### config.mk
export PLATFORM = sky130hd
export DESIGN_NAME = fg_sampler_ctrl_flat
export DESIGN_NICKNAME = d
export VERILOG_FILES = /design/src/rtl/fg_sampler_ctrl_if.sv /design/src/rtl/fg_sampler_ctrl.sv /design/src/flat_wrapper.sv
export SDC_FILE = /design/constraint.sdc
export NUM_CORES = 1
export LEC_CHECK = 0
export CAP_MARGIN = 40
export CORE_UTILIZATION = 46
export DETAILED_ROUTE_END_ITERATION = 6
export PLACE_DENSITY = 0.82
export SKIP_CTS_REPAIR_TIMING = 1
export SKIP_LAST_GASP = 1
export SYNTH_ARGS = -nofsm -noshare
export SYNTH_HDL_FRONTEND = slang
export SYNTH_SLANG_ARGS = --single-unit
### constraint.sdc
create_clock -name clk -period 2.7 [get_ports clk]
set_input_delay 0.54 -clock clk [delete_from_list [all_inputs] [get_ports clk]]
set_output_delay 0.54 -clock clk [all_outputs]
set_load 0.02 [all_outputs]
### src/rtl/fg_sampler_ctrl_if.sv
// fg_sampler_ctrl_if: keygen/sampler/coef-RAM bundle
// master = keygen top + sampler side, slave = sequencer
interface fg_sampler_ctrl_if #(
   parameter int LOGN   = 9,
   parameter int COEF_W = 8
);
   logic              start;
   logic              abort;
   logic              busy;
   logic              done;
   logic              gauss_ena;
   logic              gauss_val_valid;
   logic [31:0]       gauss_val;
   logic              coef_we;
   logic              coef_sel;
   logic [LOGN-1:0]   coef_addr;
   logic [COEF_W-1:0] coef_data;

   modport master (
      output start, abort,
      output gauss_val_valid, gauss_val,
      input  busy, done, gauss_ena,
      input  coef_we, coef_sel,
      input  coef_addr, coef_data
   );

   modport slave (
      input  start, abort,
      input  gauss_val_valid, gauss_val,
      output busy, done, gauss_ena,
      output coef_we, coef_sel,
      output coef_addr, coef_data
   );
endinterface

### src/rtl/fg_sampler_ctrl.sv
// fg_sampler_ctrl: fills f then g from the Gaussian sampler
// Option FG_SAMPLER_STATS_EN adds rej_cnt (rejected-sample count)
module fg_sampler_ctrl #(
   parameter int LOGN   = 9,
   parameter int COEF_W = 8
) (
   input  logic clk,
   input  logic rst_n,
   fg_sampler_ctrl_if.slave bus
`ifdef FG_SAMPLER_STATS_EN
   ,
   output logic [15:0] rej_cnt
`endif
);

   function automatic int max_bits(input int l);
      case (l)
         6, 7:    max_bits = 7;
         8, 9:    max_bits = 6;
         10:      max_bits = 5;
         default: max_bits = 8;
      endcase
   endfunction

   localparam int BITS = max_bits(LOGN);
   localparam int LIM1 = (1 << (BITS - 1)) - 1;
   localparam logic [LOGN-1:0] IDX_LAST =
      LOGN'((1 << LOGN) - 1);

   typedef enum logic [1:0] {
      IDLE, GEN_F, GEN_G, FIN
   } state_t;

   state_t            state_q, state_d;
   logic [LOGN-1:0]   idx_q, idx_d;
   logic              mod2_q, mod2_d;
   logic              busy_q, busy_d;
   logic              done_q, done_d;
   logic              ena_q, ena_d;
   logic              we_q, we_d;
   logic              sel_q, sel_d;
   logic [LOGN-1:0]   addr_q, addr_d;
   logic [COEF_W-1:0] data_q, data_d;

   logic signed [31:0] s;
   logic               in_bnd;
   logic               in_gen;
   logic               last;
   logic               acc;

   assign s      = signed'(bus.gauss_val);
   assign in_bnd = (s >= -LIM1) && (s <= LIM1);
   assign in_gen = (state_q == GEN_F) ||
                   (state_q == GEN_G);
   assign last   = (idx_q == IDX_LAST);
   // last slot only takes a sample that makes the sum odd
   assign acc    = in_gen && bus.gauss_val_valid &&
                   in_bnd &&
                   (!last || (mod2_q ^ s[0]));

   // next state, index/parity tracking, registered outputs
   always_comb begin
      state_d = state_q;
      idx_d   = idx_q;
      mod2_d  = mod2_q;
      unique case (state_q)
         IDLE: begin
            if (bus.start) begin
               state_d = GEN_F;
               idx_d   = '0;
               mod2_d  = 1'b0;
            end
         end
         GEN_F, GEN_G: begin
            if (acc) begin
               if (last) begin
                  state_d = (state_q == GEN_F) ?
                            GEN_G : FIN;
                  idx_d   = '0;
                  mod2_d  = 1'b0;
               end else begin
                  idx_d  = idx_q + 1'b1;
                  mod2_d = mod2_q ^ s[0];
               end
            end
         end
         FIN:     state_d = IDLE;
         default: state_d = IDLE;
      endcase
      if (bus.abort) begin
         state_d = IDLE;
         idx_d   = '0;
         mod2_d  = 1'b0;
      end

      busy_d = (state_d != IDLE);
      ena_d  = (state_d == GEN_F) ||
               (state_d == GEN_G);
      done_d = (state_q == FIN) && !bus.abort;
      we_d   = acc;
      sel_d  = acc ? (state_q == GEN_G) : sel_q;
      addr_d = acc ? idx_q : addr_q;
      data_d = acc ? s[COEF_W-1:0] : data_q;
   end

   // state and output registers
   always_ff @(posedge clk or negedge rst_n) begin
      if (!rst_n) begin
         state_q <= IDLE;
         idx_q   <= '0;
         mod2_q  <= 1'b0;
         busy_q  <= 1'b0;
         done_q  <= 1'b0;
         ena_q   <= 1'b0;
         we_q    <= 1'b0;
         sel_q   <= 1'b0;
         addr_q  <= '0;
         data_q  <= '0;
      end else begin
         state_q <= state_d;
         idx_q   <= idx_d;
         mod2_q  <= mod2_d;
         busy_q  <= busy_d;
         done_q  <= done_d;
         ena_q   <= ena_d;
         we_q    <= we_d;
         sel_q   <= sel_d;
         addr_q  <= addr_d;
         data_q  <= data_d;
      end
   end

   assign bus.busy      = busy_q;
   assign bus.done      = done_q;
   assign bus.gauss_ena = ena_q;
   assign bus.coef_we   = we_q;
   assign bus.coef_sel  = sel_q;
   assign bus.coef_addr = addr_q;
   assign bus.coef_data = data_q;

`ifdef FG_SAMPLER_STATS_EN
   logic        rej;
   logic        start_acc;
   logic [15:0] rej_q;

   assign rej       = in_gen && bus.gauss_val_valid && !acc;
   assign start_acc = (state_q == IDLE) && bus.start &&
                      !bus.abort;

   // saturating reject counter, cleared by an accepted start
   always_ff @(posedge clk or negedge rst_n) begin
      if (!rst_n)
         rej_q <= '0;
      else if (start_acc)
         rej_q <= '0;
      else if (rej && (rej_q != 16'hFFFF))
         rej_q <= rej_q + 16'd1;
   end

   assign rej_cnt = rej_q;
`endif

endmodule

### src/flat_wrapper.sv
// flat-port wrapper written by rule: the top's interface ports become plain ports
module fg_sampler_ctrl_flat 
#(
   parameter int LOGN   = 9,
   parameter int COEF_W = 8
)
  (clk, rst_n, bus_start, bus_abort, bus_gauss_val_valid, bus_gauss_val, bus_busy, bus_done, bus_gauss_ena, bus_coef_we, bus_coef_sel, bus_coef_addr, bus_coef_data);
  fg_sampler_ctrl_if #(.LOGN(LOGN), .COEF_W(COEF_W)) bus_i ();
  input  logic clk;
  input  logic rst_n;
  input wire logic [$bits(bus_i.start)-1:0] bus_start;
  input wire logic [$bits(bus_i.abort)-1:0] bus_abort;
  input wire logic [$bits(bus_i.gauss_val_valid)-1:0] bus_gauss_val_valid;
  input wire logic [$bits(bus_i.gauss_val)-1:0] bus_gauss_val;
  output wire logic [$bits(bus_i.busy)-1:0] bus_busy;
  output wire logic [$bits(bus_i.done)-1:0] bus_done;
  output wire logic [$bits(bus_i.gauss_ena)-1:0] bus_gauss_ena;
  output wire logic [$bits(bus_i.coef_we)-1:0] bus_coef_we;
  output wire logic [$bits(bus_i.coef_sel)-1:0] bus_coef_sel;
  output wire logic [$bits(bus_i.coef_addr)-1:0] bus_coef_addr;
  output wire logic [$bits(bus_i.coef_data)-1:0] bus_coef_data;
  assign bus_i.start = bus_start;
  assign bus_i.abort = bus_abort;
  assign bus_i.gauss_val_valid = bus_gauss_val_valid;
  assign bus_i.gauss_val = bus_gauss_val;
  assign bus_busy = bus_i.busy;
  assign bus_done = bus_i.done;
  assign bus_gauss_ena = bus_i.gauss_ena;
  assign bus_coef_we = bus_i.coef_we;
  assign bus_coef_sel = bus_i.coef_sel;
  assign bus_coef_addr = bus_i.coef_addr;
  assign bus_coef_data = bus_i.coef_data;
  fg_sampler_ctrl #(.LOGN(LOGN), .COEF_W(COEF_W)) u_core (.clk(clk), .rst_n(rst_n), .bus(bus_i));
endmodule
==> qor.yml, run 1 <==
global_routing:
  antenna_found_initial: 0
  grt_pass1_wl_um: 7670
  grt_max_degree: 35
  first_global_vias: 1743
  gr-total-overflow: 0
  track_usage_pct: 23.5
synthesis:
  avgSynthCellArea_um2: 11.1
  netlist_instances: 173
  yosys_warnings: 0
  yosysTopAreaCell: "dfrtp_1"
  ys_ff_latch: 34
  syn_nets: 217
  mappedNetlistArea_um2: 1920
  netlist_top_cells_area: "dfrtp_1 (44%), mux2_4 (7.0%), mux2_2 (5.9%), ha_1 (4.6%), o31ai_1 (2.7%)"
  ys_types: 42
  synth_top_area_share_pct: 44.2
  synth-seq-area-share_pct: 44.2
power_and_ir_drop:
  cellLeakagePower_nw: 1.21
  ir_drop_mv: 0.291
  power.switching_mw: 0.266
  swShare_pct: 24.9
  p_per_area_nw_per_um2: 387
  internal_power_mw: 0.803
  clockPowerShare_pct: 37.2
  power_frac_comb_pct: 14.5
  p_total_mw: 1.07
  p_seq_share_pct: 48.3
place:
  postPlaceCellArea_um2: 2670
  place.port_buffers: 58
  preCtsSetupSlack_ps: 15.5
  dp_cells: 294
  dp_hpwl_um: 3410
  place_congestion: 0.879
floorplanning:
  fp.coreArea_um2: 4000
  die_w_um: 66.7
  boundaryPins: 59
  die_y_um: 66.7
  dieArea_um2: 4440
  start_util_pct: 48.1
  rows: 23
timing:
  rsz0062_at_grt: "false"
  hold_slack_ps: 509
  final-setup-viol-count: 0
  hold_viol: 0
  post-route-period-util_pct: 93.3
  fin_crit_ps: 2520
  tns_ps: 0
  timing.final.ws_setup_ps: 181
  fin_skew_ps: 6.43
  fmax_mhz: 397
  tightestPinTransition_ps: 427
  drv_slew: 0
  maxSlewHeadroom_pct: 71.5
detailed_routing:
  drc: 0
  vias: 1698
  drt-total-wl_um: 4540
  via_per_inst: 5.62
  first_pass_iters: 4
  ant_nets: 0
  routedWlPerCell_um: 15.0
  first_iter_violations: 122
min_path:
  min-delay-start: "u_core.bus.coef_addr[3]"
  hold_class: "flop to flop"
cells_and_area:
  final_cells: 302
  final_core_util_pct: 69.1
  stdcell_area_um2: 2760
  syn_to_final_growth_pct: 43.7
  drive_gt1_share_pct: 18.7
  layout_common_cells: "clkdlybuf4s50_1 (58), dfrtp_1 (34), buf_4 (14)"
  antenna-diode-count: 0
  nNetsFinal: 295
  final_common_cell: "clkdlybuf4s50_1"
clocking:
  cts-htree-levels: 2
  cts_made_buffers: 5
  clockBufferDepth: 2
  clk_pin_slew_ps: 70
  cts_root_buffer: "clkbuf_8"
  cts_tree: "built"
  clk_latency_ps: 300
  cts.sinks: 34
setup_path:
  arrival_ps: 2700
  end_kind: "flop"
  crit_type: "flop to flop"
  cp-startpoint: "u_core.idx_q[0]"
  critPathLaunchType: "flop"
  crit_path_max_fanout: 14
  reg2reg_from: "u_core.idx_q[0]"
  required_ps: 2880
flow_run:
  cap_violations: 0
outcome:
  status: "completed"
[state kept, by name, summed over array words and instances (netlist names)]
signal / count
u_core.bus.busy: 1
u_core.idx_q: 9
u_core.bus.coef_we: 1
u_core.bus.coef_sel: 1
u_core.mod2_q: 1
u_core.state_q: 2
u_core.bus.done: 1
u_core.bus.coef_addr: 9
u_core.bus.coef_data: 8
u_core.bus.gauss_ena: 1
[logic make-up after synthesis]
kind of cell	synth area share (%)
and+or+nand+nor	15.2
buffers and inverters	3.84
adders and majority gates	4.55
xor gates and xnor gates	0.456
muxes	15.5
DFF	44.2
AOI/OAI and AO/OA	16.2
[final timing paths]
| kind | end | slack, ps | cells past startpoint |
|---|---|---|---|
| max | u_core.bus.coef_addr[7] | 180 | 10 |
| min | u_core.bus.coef_addr[3] | 510 | 1 |
| max reg2reg | u_core.bus.coef_addr[7] | 180 | 10 |
| min reg2reg | u_core.bus.coef_addr[3] | 510 | 1 |
| max in group asynchronous | u_core.bus.done | 1740 | 2 |
| min in group asynchronous | u_core.bus.coef_we | 660 | 2 |
[critical path, stage by stage, from the launching register on]
cell	delay (ps)
dfrtp_1	440
ha_1	240
and3_1	200
nand3_1	110
nor3_1	250
ha_2	300
a21oi_1	110
buf_4	170
o21ai_4	70
buf_12	170
mux2_2	350
[final cells by class]
type | count | area, um2
timing repair buffer | 73 | 706
multi-input combinational | 124 | 1000
fill | 300 | 1240
sequential | 34 | 851
clock inverter | 2 | 12.5
inverter | 13 | 48.8
tap | 50 | 62.6
clock buffer | 6 | 82.6
[power groups by stage]
stage,logic (mW),registers [mW],clock network (mW)
detailed placement,0.154,0.526,0
finish,0.155,0.516,0.398
floorplan,0.0481,0.529,0
CTS,0.155,0.516,0.408
global placement,0.152,0.526,0
global route,0.169,0.516,0.431
[layer usage]
layer / global-route usage, % / up-vias / routed length (um)
li1: - / 823 / -
met1: 26.9 / 815 / 1890
met2: 41.2 / 53 / 2340
met3: 6.85 / 7 / 239
met4: 8.51 / 0 / 66
met5: 0 / - / 0
[Yosys cell counts, drive strengths merged]
master   count
dfrtp       34
mux2        19
inv         13
nand2       12
nand4        8
ha           7
nor4         7
o31ai        7
a21oi        5
a41oi        5
mux2i        5
nand3        5
o211ai       5
o21ai        5
nand3b       3
nor2         3
nor2b        3
nor3         3
a21o         2
and3         2
buf          2
nor3b        2
o211a        2
a2111o       1
a211o        1
a211oi       1
a311oi       1
a31o         1
a31oi        1
and2         1
and4         1
nand2b       1
o2111ai      1
o21a         1
o311ai       1
or4          1
xnor2        1
Note: power is estimated with default switching activity, not from simulation.
==> run 2: changes to the inputs <==
--- a/config.mk
+++ b/config.mk
@@ -5,9 +5,10 @@
 export SDC_FILE = /design/constraint.sdc
 export NUM_CORES = 1
 export LEC_CHECK = 0
-export CAP_MARGIN = 40
+export CORE_MARGIN = 2
 export CORE_UTILIZATION = 46
 export DETAILED_ROUTE_END_ITERATION = 6
+export MAX_ROUTING_LAYER = met4
 export PLACE_DENSITY = 0.82
 export SKIP_CTS_REPAIR_TIMING = 1
 export SKIP_LAST_GASP = 1
==> qor.yml, run 2 (same netlist as run 1, synthesis figures left out) <==
cells_and_area:
  final_core_util_pct: 69.4  # +0.28 points
  seqCellArea_um2: 851  # unchanged
  syn_to_final_growth_pct: 44.3
  layout_common_cells: "clkdlybuf4s50_1 (58), dfrtp_1 (34), buf_4 (14)"
  final_common_cell: "clkdlybuf4s50_1"
  num-fill-cells: 306  # +2.0%
  nNetsFinal: 295  # unchanged
  multi_input_comb_area_um2: 998  # -0.25%
  drive_gt1_share_pct: 18.3  # -0.40 points
  antenna-diode-count: 0  # unchanged
timing:
  final-setup-viol-count: 0  # unchanged
  drv_slew: 0  # unchanged
  tightestPinTransition_ps: 431  # +4.28 ps
  rsz0062_at_grt: "false"
  maxSlewHeadroom_pct: 71.2  # -0.29 points
  tns_ps: 0  # unchanged
  fin_crit_ps: 2570  # +50.6 ps
  fmax_mhz: 389  # -2.0%
  fin_skew_ps: 4.44  # -1.99 ps
  hold_viol: 0  # unchanged
  post-route-period-util_pct: 95.2  # +1.9 points
setup_path:
  crit_top_cell: "ha_1"
  slowest_stage: "dfrtp_1"
  reg2reg_setup_slack_ps: 130  # -50 ps
  end_kind: "flop"
  crit_path_max_fanout: 14  # unchanged
  r2r_cells: 10  # unchanged
  arrival_ps: 2740  # +40 ps
  rr_endpoint: "u_core.bus.coef_addr[7]"
  reg2reg_from: "u_core.idx_q[0]"
  crit_chain: "ha_1 > and3_1 > nand3_1 > nor3_1 > ha_1 > a21oi_1 > buf_4 > o21ai_4 > buf_12 > mux2_2"
  crit_path_max_incr_delay_ps: 430  # about the same
  crit_type: "flop to flop"
  required_ps: 2870  # about the same
  critPathLaunchType: "flop"
global_routing:
  grt_max_degree: 35  # unchanged
  antenna_found_initial: 0  # unchanged
  track_usage_pct: 22.7  # -0.78 points
  first_global_vias: 1751  # +0.46%
  grt_pass1_wl_um: 7680  # +0.18%
  gr-total-overflow: 0  # unchanged
power_and_ir_drop:
  ir_drop_mv: 0.255  # -13%
  swShare_pct: 23.2  # -1.6 points
  p_per_area_nw_per_um2: 408  # +5.6%
  power.switching_mw: 0.263  # -0.92%
  internal_power_mw: 0.870  # +8.3%
  cellLeakagePower_nw: 1.22  # +1.1%
  p_seq_share_pct: 45.6  # -2.7 points
  power_frac_comb_pct: 13.7  # -0.8 points
  clockPowerShare_pct: 40.7  # +3.5 points
floorplanning:
  start_util_pct: 48.1  # unchanged
  fp.coreArea_um2: 4000  # unchanged
  die_y_um: 68.7  # +3.0%
  dieArea_um2: 4710  # +6.1%
  boundaryPins: 59  # unchanged
  die_w_um: 68.7  # +3.0%
  rows: 23  # unchanged
clocking:
  clockBufferDepth: 2  # unchanged
  cts-htree-levels: 2  # unchanged
  cts_root_buffer: "clkbuf_8"
  cts_made_buffers: 5  # unchanged
  cts_tree: "built"
  clk_latency_ps: 290  # about the same
  cts.sinks: 34  # unchanged
  clk_pin_slew_ps: 70  # about the same
place:
  place_congestion: 0.894  # +1.8%
  dp_hpwl_um: 3570  # +4.4%
  place.port_buffers: 58  # unchanged
detailed_routing:
  drt-total-wl_um: 4700  # +3.7%
  first_iter_violations: 144  # +18%
  first_pass_iters: 4  # unchanged
  via_per_inst: 5.67  # +0.82%
  drc: 0  # unchanged
  vias: 1712  # +0.82%
  ant_nets: 0  # unchanged
  routedWlPerCell_um: 15.6  # +3.7%
flow_run:
  cap_violations: 0  # unchanged
min_path:
  hold_class: "flop to flop"
  min_delay_path_depth: 1  # unchanged
  min-delay-start: "u_core.bus.coef_addr[3]"
  hold_end: "u_core.bus.coef_addr[3]"
outcome:
  status: "completed"
run 2: cell count changes in the layout (fill, tap and decap cells not counted):
cell,change
clkinvlp_4,-1
ha_1,+1
bufinv_16,+1
clkbuf_8,-1
ha_2,-1
clkinv_2,+1
run 2: per-layer routing:
| metal | vias to the layer above | part of all wire (%) | GRT usage (%) |
|---|---|---|---|
| li1 | 825 | - | - |
| met1 | 819 | 42 | 26.7 |
| met2 | 59 | 51 | 38.8 |
| met3 | 9 | 5.3 | 3.90 |
| met4 | 0 | 1.7 | 8.75 |
| met5 | - | 0 | - |
run 2: worst max-delay path by stage:
stage | start | end | slack (ps) | cells past startpoint
after floorplan | u_core.idx_q[0] | u_core.bus.gauss_ena | 280 | 10
after global placement | bus_gauss_val[2] | u_core.bus.coef_addr[5] | 80 | 6
after detailed placement | bus_gauss_val[2] | u_core.bus.coef_addr[7] | 20 | 6
after CTS | u_core.idx_q[0] | u_core.bus.coef_addr[7] | 160 | 10
after global routing | u_core.idx_q[0] | u_core.bus.coef_addr[7] | 10 | 10
final | u_core.idx_q[0] | u_core.bus.coef_addr[7] | 130 | 10
run 2: final cells by class:
type	count	share of cell area [%]
clock buffers	5	2.48
clock inverters	3	1.44
inverters	13	1.76
multi-input cells	124	36.0
flip-flops and latches	34	30.7
well taps	50	2.25
repair buffers	73	25.4
run 2: critical path, delay by kind of cell (launching register included):
family / cells / cell delay [ps]
DFF: 1 / 430
AOI/OAI and AO/OA: 2 / 210
muxes: 1 / 350
buffers and inverters: 2 / 350
and+or+nand+nor: 3 / 540
adders and majority gates: 2 / 560
run 2: power by group through the flow:
stage	sequential, mW	clock [mW]	combinational (mW)
final	0.516	0.462	0.155
after global routing	0.516	0.486	0.171
after CTS	0.516	0.468	0.156
after detailed placement	0.526	0	0.154
after global placement	0.526	0	0.152
after floorplan	0.529	0	0.0481
run 2: metrics by stage:
step / hold slack, ps / cells / total power, mW / cell area [um2] / worst slack (ps)
2_1_floorplan: 244 / 173 / 0.577 / 1920 / 282
3_3_place_gp: 487 / 294 / 0.678 / 2670 / 75.8
3_5_place_dp: 496 / 294 / 0.680 / 2670 / 19.0
4_1_cts: 512 / 302 / 1.14 / 2780 / 164
5_1_grt: 519 / 302 / 1.17 / 2780 / 13.6
6_report: 509 / 302 / 1.13 / 2780 / 130
